$ cat config.mk
export PLATFORM = sky130hd
export DESIGN_NAME = instr_encoder
export DESIGN_NICKNAME = d
export VERILOG_FILES = /design/src/rtl/pipes_pkg.sv /design/src/rtl/instr_encoder_imm_range_check.sv /design/src/rtl/instr_encoder.sv
export SDC_FILE = /design/constraint.sdc
export NUM_CORES = 1
export LEC_CHECK = 0
export BUFFER_PORTS_ARGS = -buffer_cell sky130_fd_sc_hd__buf_2
export CAP_MARGIN = 10
export CORE_MARGIN = 2
export CORE_UTILIZATION = 40
export CTS_CLUSTER_SIZE = 40
export DETAILED_ROUTE_END_ITERATION = 6
export GPL_TIMING_DRIVEN = 0
export PLACE_DENSITY = 0.68
export SYNTH_ARGS = -nofsm -noshare
export SYNTH_HDL_FRONTEND = slang
export SYNTH_SLANG_ARGS = --single-unit
$ cat constraint.sdc
create_clock -name clk -period 2.9 [get_ports clk]
set_input_delay 0.145 -clock clk [delete_from_list [all_inputs] [get_ports clk]]
set_output_delay 0.145 -clock clk [all_outputs]
set_load 0.05 [all_outputs]
$ cat src/rtl/pipes_pkg.sv
// ============================================================================
// Module      : pipes (package)
// Description : Shared RV64I types, decoded-op enum, opcode/funct constants
//               and encoder format/state types.
// Revision    : 1.0
// ============================================================================
`default_nettype none

package pipes;

  typedef logic [63:0] word_t;
  typedef logic [31:0] u32;
  typedef logic [4:0]  creg_addr_t;

  typedef enum logic [5:0] {
    UNKNOWN, LUI, AUIPC, JAL, JALR,
    BEQ, BNE, BLT, BGE, BLTU, BGEU,
    LB, LH, LW, LD, LBU, LHU, LWU,
    SB, SH, SW, SD,
    ADDI, SLTI, SLTIU, XORI, ORI, ANDI, SLLI, SRLI, SRAI,
    ADDIW, SLLIW, SRLIW, SRAIW,
    ADD, SUB, SLL, SLT, SLTU, XOR, SRL, SRA, OR, AND,
    ADDW, SUBW, SLLW, SRLW, SRAW,
    LI
  } decoded_op_t;

  localparam logic [6:0] OP_LUI    = 7'b0110111;
  localparam logic [6:0] OP_AUIPC  = 7'b0010111;
  localparam logic [6:0] OP_JAL    = 7'b1101111;
  localparam logic [6:0] OP_JALR   = 7'b1100111;
  localparam logic [6:0] OP_BRANCH = 7'b1100011;
  localparam logic [6:0] OP_LOAD   = 7'b0000011;
  localparam logic [6:0] OP_STORE  = 7'b0100011;
  localparam logic [6:0] OP_IMM    = 7'b0010011;
  localparam logic [6:0] OP_IMM32  = 7'b0011011;
  localparam logic [6:0] OP_REG    = 7'b0110011;
  localparam logic [6:0] OP_REG32  = 7'b0111011;

  // Branch and load/store funct3 codes share these numeric values.
  localparam logic [2:0] F3_ADD  = 3'b000;
  localparam logic [2:0] F3_SLL  = 3'b001;
  localparam logic [2:0] F3_SLT  = 3'b010;
  localparam logic [2:0] F3_SLTU = 3'b011;
  localparam logic [2:0] F3_XOR  = 3'b100;
  localparam logic [2:0] F3_SR   = 3'b101;
  localparam logic [2:0] F3_OR   = 3'b110;
  localparam logic [2:0] F3_AND  = 3'b111;

  localparam logic [6:0] F7_ALT  = 7'b0100000;

  typedef enum logic [2:0] {
    FMT_R, FMT_I, FMT_SH64, FMT_SH32, FMT_S, FMT_B, FMT_J, FMT_U
  } enc_fmt_t;

  typedef enum logic [1:0] {ST_IDLE, ST_EMIT, ST_EMIT2} enc_state_t;

  typedef struct packed {
    enc_fmt_t   fmt;
    logic [6:0] opcode;
    logic [2:0] f3;
    logic [6:0] f7;
    logic       known;
  } op_info_t;

  function automatic op_info_t op_info(decoded_op_t op);
    op_info_t info;
    info       = '0;
    info.known = 1'b1;
    case (op)
      LUI:                          begin info.fmt = FMT_U;    info.opcode = OP_LUI;    end
      AUIPC:                        begin info.fmt = FMT_U;    info.opcode = OP_AUIPC;  end
      JAL:                          begin info.fmt = FMT_J;    info.opcode = OP_JAL;    end
      JALR:                         begin info.fmt = FMT_I;    info.opcode = OP_JALR;   end
      BEQ, BNE, BLT, BGE, BLTU, BGEU:
                                    begin info.fmt = FMT_B;    info.opcode = OP_BRANCH; end
      LB, LH, LW, LD, LBU, LHU, LWU:
                                    begin info.fmt = FMT_I;    info.opcode = OP_LOAD;   end
      SB, SH, SW, SD:               begin info.fmt = FMT_S;    info.opcode = OP_STORE;  end
      ADDI, SLTI, SLTIU, XORI, ORI, ANDI:
                                    begin info.fmt = FMT_I;    info.opcode = OP_IMM;    end
      SLLI, SRLI, SRAI:             begin info.fmt = FMT_SH64; info.opcode = OP_IMM;    end
      ADDIW:                        begin info.fmt = FMT_I;    info.opcode = OP_IMM32;  end
      SLLIW, SRLIW, SRAIW:          begin info.fmt = FMT_SH32; info.opcode = OP_IMM32;  end
      ADD, SUB, SLL, SLT, SLTU, XOR, SRL, SRA, OR, AND:
                                    begin info.fmt = FMT_R;    info.opcode = OP_REG;    end
      ADDW, SUBW, SLLW, SRLW, SRAW: begin info.fmt = FMT_R;    info.opcode = OP_REG32;  end
      default:                      info.known = 1'b0;
    endcase
    case (op)
      SLL, SLLI, SLLW, SLLIW, BNE, LH, SH:                       info.f3 = F3_SLL;
      SLT, SLTI, LW, SW:                                         info.f3 = F3_SLT;
      SLTU, SLTIU, LD, SD:                                       info.f3 = F3_SLTU;
      XOR, XORI, BLT, LBU:                                       info.f3 = F3_XOR;
      SRL, SRA, SRLI, SRAI, SRLW, SRAW, SRLIW, SRAIW, BGE, LHU:  info.f3 = F3_SR;
      OR, ORI, BLTU, LWU:                                        info.f3 = F3_OR;
      AND, ANDI, BGEU:                                           info.f3 = F3_AND;
      default:                                                   info.f3 = F3_ADD;
    endcase
    if (op inside {SUB, SRA, SUBW, SRAW, SRAI, SRAIW}) info.f7 = F7_ALT;
    return info;
  endfunction

endpackage

`default_nettype wire

$ cat src/rtl/instr_encoder_imm_range_check.sv
// ============================================================================
// Module      : imm_range_check
// Description : Combinational immediate range check and field scatter for
//               each RV64I encoding format.
// Revision    : 1.0
// ============================================================================
`default_nettype none

module imm_range_check
  import pipes::*;
(
  input  enc_fmt_t fmt,
  input  word_t    imm,
  output logic     ok,
  output u32       fields
);

  logic s12, s13, s21, s32;

  assign s12 = (&imm[63:11]) || (~|imm[63:11]);
  assign s13 = (&imm[63:12]) || (~|imm[63:12]);
  assign s21 = (&imm[63:20]) || (~|imm[63:20]);
  assign s32 = (&imm[63:31]) || (~|imm[63:31]);

  always_comb begin
    ok     = 1'b1;
    fields = '0;
    case (fmt)
      FMT_I:    begin ok = s12;           fields = {imm[11:0], 20'b0}; end
      FMT_SH64: begin ok = ~|imm[63:6];   fields = {6'b0, imm[5:0], 20'b0}; end
      FMT_SH32: begin ok = ~|imm[63:5];   fields = {7'b0, imm[4:0], 20'b0}; end
      FMT_S:    begin ok = s12;           fields = {imm[11:5], 13'b0, imm[4:0], 7'b0}; end
      FMT_B:    begin
        ok     = s13 && !imm[0];
        fields = {imm[12], imm[10:5], 13'b0, imm[4:1], imm[11], 7'b0};
      end
      FMT_J:    begin
        ok     = s21 && !imm[0];
        fields = {imm[20], imm[10:1], imm[11], imm[19:12], 12'b0};
      end
      FMT_U:    begin ok = s32 && (imm[11:0] == 12'b0); fields = {imm[31:12], 12'b0}; end
      default:  ;
    endcase
  end

endmodule

`default_nettype wire

$ cat src/rtl/instr_encoder.sv
// ============================================================================
// Module      : instr_encoder
// Description : RV64I decoded-op to 32-bit instruction encoder with
//               valid/ready request and output handshakes.
//               ENCODER_LI_EN enables LI pseudo-op expansion.
// Revision    : 1.0
// ============================================================================
`default_nettype none

module instr_encoder
  import pipes::*;
(
  input  logic        clk,
  input  logic        reset,
  input  logic        req_valid,
  output logic        req_ready,
  input  decoded_op_t req_op,
  input  creg_addr_t  req_rd,
  input  creg_addr_t  req_rs1,
  input  creg_addr_t  req_rs2,
  input  word_t       req_imm,
  output logic        out_valid,
  input  logic        out_ready,
  output u32          out_instr,
  output logic        out_last,
  output logic        err,
  output logic        busy
);

  enc_state_t state_q, state_d;
  logic       out_valid_q, out_valid_d;
  u32         out_instr_q, out_instr_d;
  logic       out_last_q, out_last_d;
  logic       err_q, err_d;

  op_info_t   info;
  enc_fmt_t   chk_fmt;
  logic       imm_ok;
  u32         imm_bits;
  u32         word0;
  logic       legal;
  logic       accept;
  creg_addr_t rd_f, rs1_f, rs2_f;
  logic [6:0] f7_f;

`ifdef ENCODER_LI_EN
  u32          pend_q, pend_d;
  u32          word1;
  logic        two_words;
  logic [19:0] li_hi;
  logic        li_fits32;

  // Rounds the upper part up when the low 12 bits will sign-extend negative.
  assign li_hi     = req_imm[31:12] + {19'b0, req_imm[11]};
  assign li_fits32 = (&req_imm[63:31]) || (~|req_imm[63:31]);
`endif

  assign info      = op_info(req_op);
  assign req_ready = (state_q == ST_IDLE) && (!out_valid_q || out_ready);
  assign accept    = req_valid && req_ready;

  always_comb begin : check_fmt
    chk_fmt = info.fmt;
`ifdef ENCODER_LI_EN
    if (req_op == LI) chk_fmt = FMT_I;
`endif
  end

  imm_range_check u_imm_chk (
    .fmt    (chk_fmt),
    .imm    (req_imm),
    .ok     (imm_ok),
    .fields (imm_bits)
  );

  always_comb begin : assemble
    legal = info.known && imm_ok;
    rd_f  = req_rd;
    rs1_f = req_rs1;
    rs2_f = req_rs2;
    f7_f  = '0;
    case (info.fmt)
      FMT_R:        f7_f = info.f7;
      FMT_I:        rs2_f = '0;
      FMT_SH64:     begin rs2_f = '0; f7_f = {info.f7[6:1], 1'b0}; end
      FMT_SH32:     begin rs2_f = '0; f7_f = info.f7; end
      FMT_S, FMT_B: rd_f = '0;
      default:      begin rs1_f = '0; rs2_f = '0; end
    endcase
    word0 = imm_bits | {f7_f, rs2_f, rs1_f, info.f3, rd_f, info.opcode};
`ifdef ENCODER_LI_EN
    two_words = 1'b0;
    word1     = '0;
    if (req_op == LI) begin
      legal = 1'b0;
      if (imm_ok) begin
        word0 = imm_bits | {12'b0, 5'b0, F3_ADD, req_rd, OP_IMM};
        legal = 1'b1;
      end else if (li_fits32) begin
        word0     = {li_hi, req_rd, OP_LUI};
        legal     = 1'b1;
        two_words = (req_imm[11:0] != 12'b0);
        word1     = {req_imm[11:0], req_rd, F3_ADD, req_rd, OP_IMM32};
      end
    end
`endif
  end

  always_comb begin : next_state
    state_d     = state_q;
    out_valid_d = out_valid_q;
    out_instr_d = out_instr_q;
    out_last_d  = out_last_q;
    err_d       = 1'b0;
`ifdef ENCODER_LI_EN
    pend_d      = pend_q;
`endif
    case (state_q)
      ST_IDLE: begin
        if (out_valid_q && out_ready) begin
          out_valid_d = 1'b0;
          out_last_d  = 1'b0;
        end
        if (accept) begin
          if (legal) begin
            out_valid_d = 1'b1;
            out_instr_d = word0;
            out_last_d  = 1'b1;
`ifdef ENCODER_LI_EN
            if (two_words) begin
              out_last_d = 1'b0;
              pend_d     = word1;
              state_d    = ST_EMIT;
            end
`endif
          end else begin
            err_d = 1'b1;
          end
        end
      end
`ifdef ENCODER_LI_EN
      ST_EMIT: begin
        if (out_ready) begin
          out_instr_d = pend_q;
          out_last_d  = 1'b1;
          state_d     = ST_EMIT2;
        end
      end
      ST_EMIT2: begin
        if (out_ready) begin
          out_valid_d = 1'b0;
          out_last_d  = 1'b0;
          state_d     = ST_IDLE;
        end
      end
`endif
      default: state_d = ST_IDLE;
    endcase
  end

  always_ff @(posedge clk) begin
    if (reset) begin
      state_q     <= ST_IDLE;
      out_valid_q <= 1'b0;
      out_instr_q <= '0;
      out_last_q  <= 1'b0;
      err_q       <= 1'b0;
`ifdef ENCODER_LI_EN
      pend_q      <= '0;
`endif
    end else begin
      state_q     <= state_d;
      out_valid_q <= out_valid_d;
      out_instr_q <= out_instr_d;
      out_last_q  <= out_last_d;
      err_q       <= err_d;
`ifdef ENCODER_LI_EN
      pend_q      <= pend_d;
`endif
    end
  end

  assign out_valid = out_valid_q;
  assign out_instr = out_instr_q;
  assign out_last  = out_last_q;
  assign err       = err_q;
  assign busy      = (state_q != ST_IDLE) || out_valid_q;

endmodule

`default_nettype wire

==> flow_summary.yaml <==
run_status:
  status: "complete, no violations"
cts:
  numCtsBuffers: 5
  clockBufferDepth: 2
  root_buffer: "clkbuf_8"
  cts_sinks: 34
  cts_tree: "done"
  clk_pin_slew_worst_paths_ns: 0.08
  htreeDepth: 2
  worstSkewPairLatency_ns: 0.29
placed_design:
  place_ws_ns: -0.4074
  place.gp.congestion: 0.9500
  placed_area_um2: 3831
  dp_hpwl_um: 8817
  port_buffers: 124
hold_path:
  hp-class: "in2reg"
  holdPathStages: 3
  holdPathEnd: "err"
  min_from: "req_valid"
sta:
  drv_slew: 0
  finalHoldViolations: 0
  setup_ws_ns: 0.2120
  worst_pin_slew_ns: 1.083
  fin_crit_sh: 0.9269
  finClkSkew_ns: 0.009036
  finalSetupViolCount: 0
  period_needed_ns: 2.688
  whs_ns: 0.1335
  slew_headroom: 0.2592
  clock.fmax_mhz: 372.0
grt:
  grt-ovfl-total: 0
  antenna_found_initial: 0
  grt_pass1_vias: 3521
  grt_max_degree: 11
  grt_usage: 0.2553
  grt_first_pass_wirelength_um: 17480
drt:
  ant_nets: 0
  drt_iter0_markers: 348
  vias: 3819
  drt-total-wl_um: 11100
  dr.pass1.iters: 5
  wire_per_inst_um: 17.82
  drcViolationCount: 0
  detail_route.vias_per_cell: 6.130
synth:
  synth.most_common_cell: "dfxtp_1"
  avgSynthCellArea_um2: 8.008
  ys_seq_area_frac: 0.2208
  ys_top_cells_by_count: "34 x dfxtp_1, 33 x nand4_1, 30 x nand2_1"
  synth_nets: 479
  synthArstFlopShare: 0
  synth_top_area_share: 0.2208
  synth_edf_count: 0
  ys_top_cells_by_area: "dfxtp_1 22%, nand4_1 6.7%, o31ai_2 6.5%"
  synth_ff_type: "dfxtp_1"
  synthCells: 385
  syn_area_um2: 3083
  ys_types: 69
  yosys_warnings: 0
  synth-seq-cells: 34
  synth_top_area_cell: "dfxtp_1"
power_and_ir_drop:
  p_comb_frac: 0.406
  p_leak_nw: 1.710
  pwr_density_cell_nw_per_um2: 400.7
  pwr-share-seq: 0.318
  p_int_w: 0.0009999
  ir_worst_vdd_v: 0.0001919
  p_sw_w: 0.0006266
  clkPwrFrac: 0.276
  switching_share: 0.3853
  power_w: 0.001626
floorplanning:
  die_w_um: 91.79
  start_util: 0.4053
  io_pins: 126
  die_h_um: 91.79
  core_um2: 7607
  num_rows: 32
  die_area_um2: 8425
critical_path:
  cp-start-kind: "input pin"
  worstPathArrival_ns: 2.88
  reg2reg_slack_ns: 0.97
  required_ns: 3.10
  reg2reg_depth: 8
  r2r_start: "out_valid"
  critical_path_class: "in2reg"
  end_kind: "flop"
  path_max_fanout: 10
  reg2reg_to: "out_instr[3]"
run:
  cap_violations: 0
final_layout:
  area_growth_pct: 31.66
  drive_gt1_frac: 0.3973
  nets: 615
  n_antenna_cell: 0
  final_area_um2: 4059
  final_core_util: 0.5336
==> final cells by class <==
type                    count  area, µm²
clock buffers               6      82.58
flip-flops and latches     34      680.7
inverters                   7      26.28
clock inverters             1      30.03
multi-input cells         311       2271
well taps                 102      127.6
repair buffers            129      658.1
plain buffers              33      182.7
fillers                   751       3548
==> power groups by stage <==
stage	clock network [W]	registers, W	logic, W
CTS	0.000453	0.000518	0.000633
detailed placement	0	0.000528	0.000628
finish	0.000449	0.000518	0.000660
global placement	0	0.000527	0.000620
global route	0.000474	0.000522	0.000702
floorplan	0	0.000647	0.000309
==> how the worst max path moves through the flow <==
stage,cells after the start,end,from
2_1_floorplan,12,out_instr[10],req_op[1]
3_3_place_gp,13,out_instr[14],req_op[1]
3_5_place_dp,13,out_instr[31],req_op[1]
4_1_cts,14,out_valid,req_op[0]
5_1_grt,14,out_instr[18],req_op[0]
6_report,14,out_instr[18],req_op[1]
==> worst max-delay path, stage by stage <==
cell,delay [ns]
buf_2,0.12
inv_1,0.14
ha_1,0.26
buf_2,0.24
nor2_1,0.11
a311oi_2,0.34
a31oi_4,0.20
and2_1,0.26
o211ai_1,0.17
a21bo_2,0.23
buf_4,0.18
buf_2,0.23
nand4_1,0.15
o31ai_2,0.10
==> what timing repair did <==
action,in CTS,in global routing
hold buffers,0,0
setup buffers,0,5
endpoints found under the setup margin,25,33
resized for setup,5,20
cloned,0,0
pin swaps,0,6
==> cell families (layout without fill, tap and decap cells) <==
| kind of cell | after synthesis | in the layout | share of synthesized area |
|---|---|---|---|
| adders and majority gates | 5 | 5 | 0.02029 |
| and+or+nand+nor | 182 | 182 | 0.3401 |
| muxes | 11 | 11 | 0.03653 |
| buffers and inverters | 40 | 176 | 0.06534 |
| DFF | 34 | 34 | 0.2208 |
| AOI/OAI and AO/OA | 113 | 113 | 0.3170 |
==> stage by stage <==
step	TNS (ns)	std cells
floorplan	0	385
global placement	-12.22	611
global route	-0.01750	623
CTS	0	618
detailed placement	-11.31	611
finish	0	623
==> cells in the final DEF, fill, tap and decap left out, types with 4 or more instances in the layout <==
| cell type | netlist | routed |
|---|---|---|
| a21oi_1 | 12 | 12 |
| dfxtp_1 | 34 | 34 |
| nor4_1 | 19 | 19 |
| mux2i_1 | 9 | 9 |
| o211ai_1 | 7 | 7 |
| o21ai_0 | 8 | 6 |
| a311oi_1 | 5 | 4 |
| and3b_1 | 9 | 9 |
| nand4_1 | 33 | 33 |
| a211oi_2 | 7 | 6 |
| o31ai_2 | 16 | 18 |
| nor2b_1 | 8 | 8 |
| clkbuf_1 | 14 | 11 |
| o31ai_1 | 6 | 4 |
| nand2b_1 | 5 | 5 |
| nor3_1 | 12 | 11 |
| buf_2 | 8 | 133 |
| nand3_1 | 11 | 11 |
| nand2_1 | 30 | 30 |
| inv_1 | 7 | 7 |
| clkbuf_8 | 0 | 6 |
| nor2_1 | 27 | 25 |
| or3_1 | 5 | 5 |
| a221oi_1 | 4 | 4 |
| a31oi_1 | 7 | 7 |
| a32oi_1 | 10 | 8 |
| buf_4 | 5 | 10 |
| and2_1 | 4 | 4 |
==> registers in the layout, summed over array words and instances (netlist names) <==
| signal | count |
|---|---|
| err | 1 |
| out_instr | 31 |
| out_last | 1 |
| out_valid | 1 |
==> per-layer routing <==
layer / part of all wire / routed length [µm] / up-vias / GRT usage
li1: - / - / 1810 / -
met1: 0.41 / 4571 / 1803 / 0.3335
met2: 0.48 / 5300 / 185 / 0.4222
met3: 0.084 / 936 / 21 / 0.04191
met4: 0.026 / 294 / 0 / 0.09701
met5: 0 / 0 / - / 0
(Power assumes the default switching activity.)
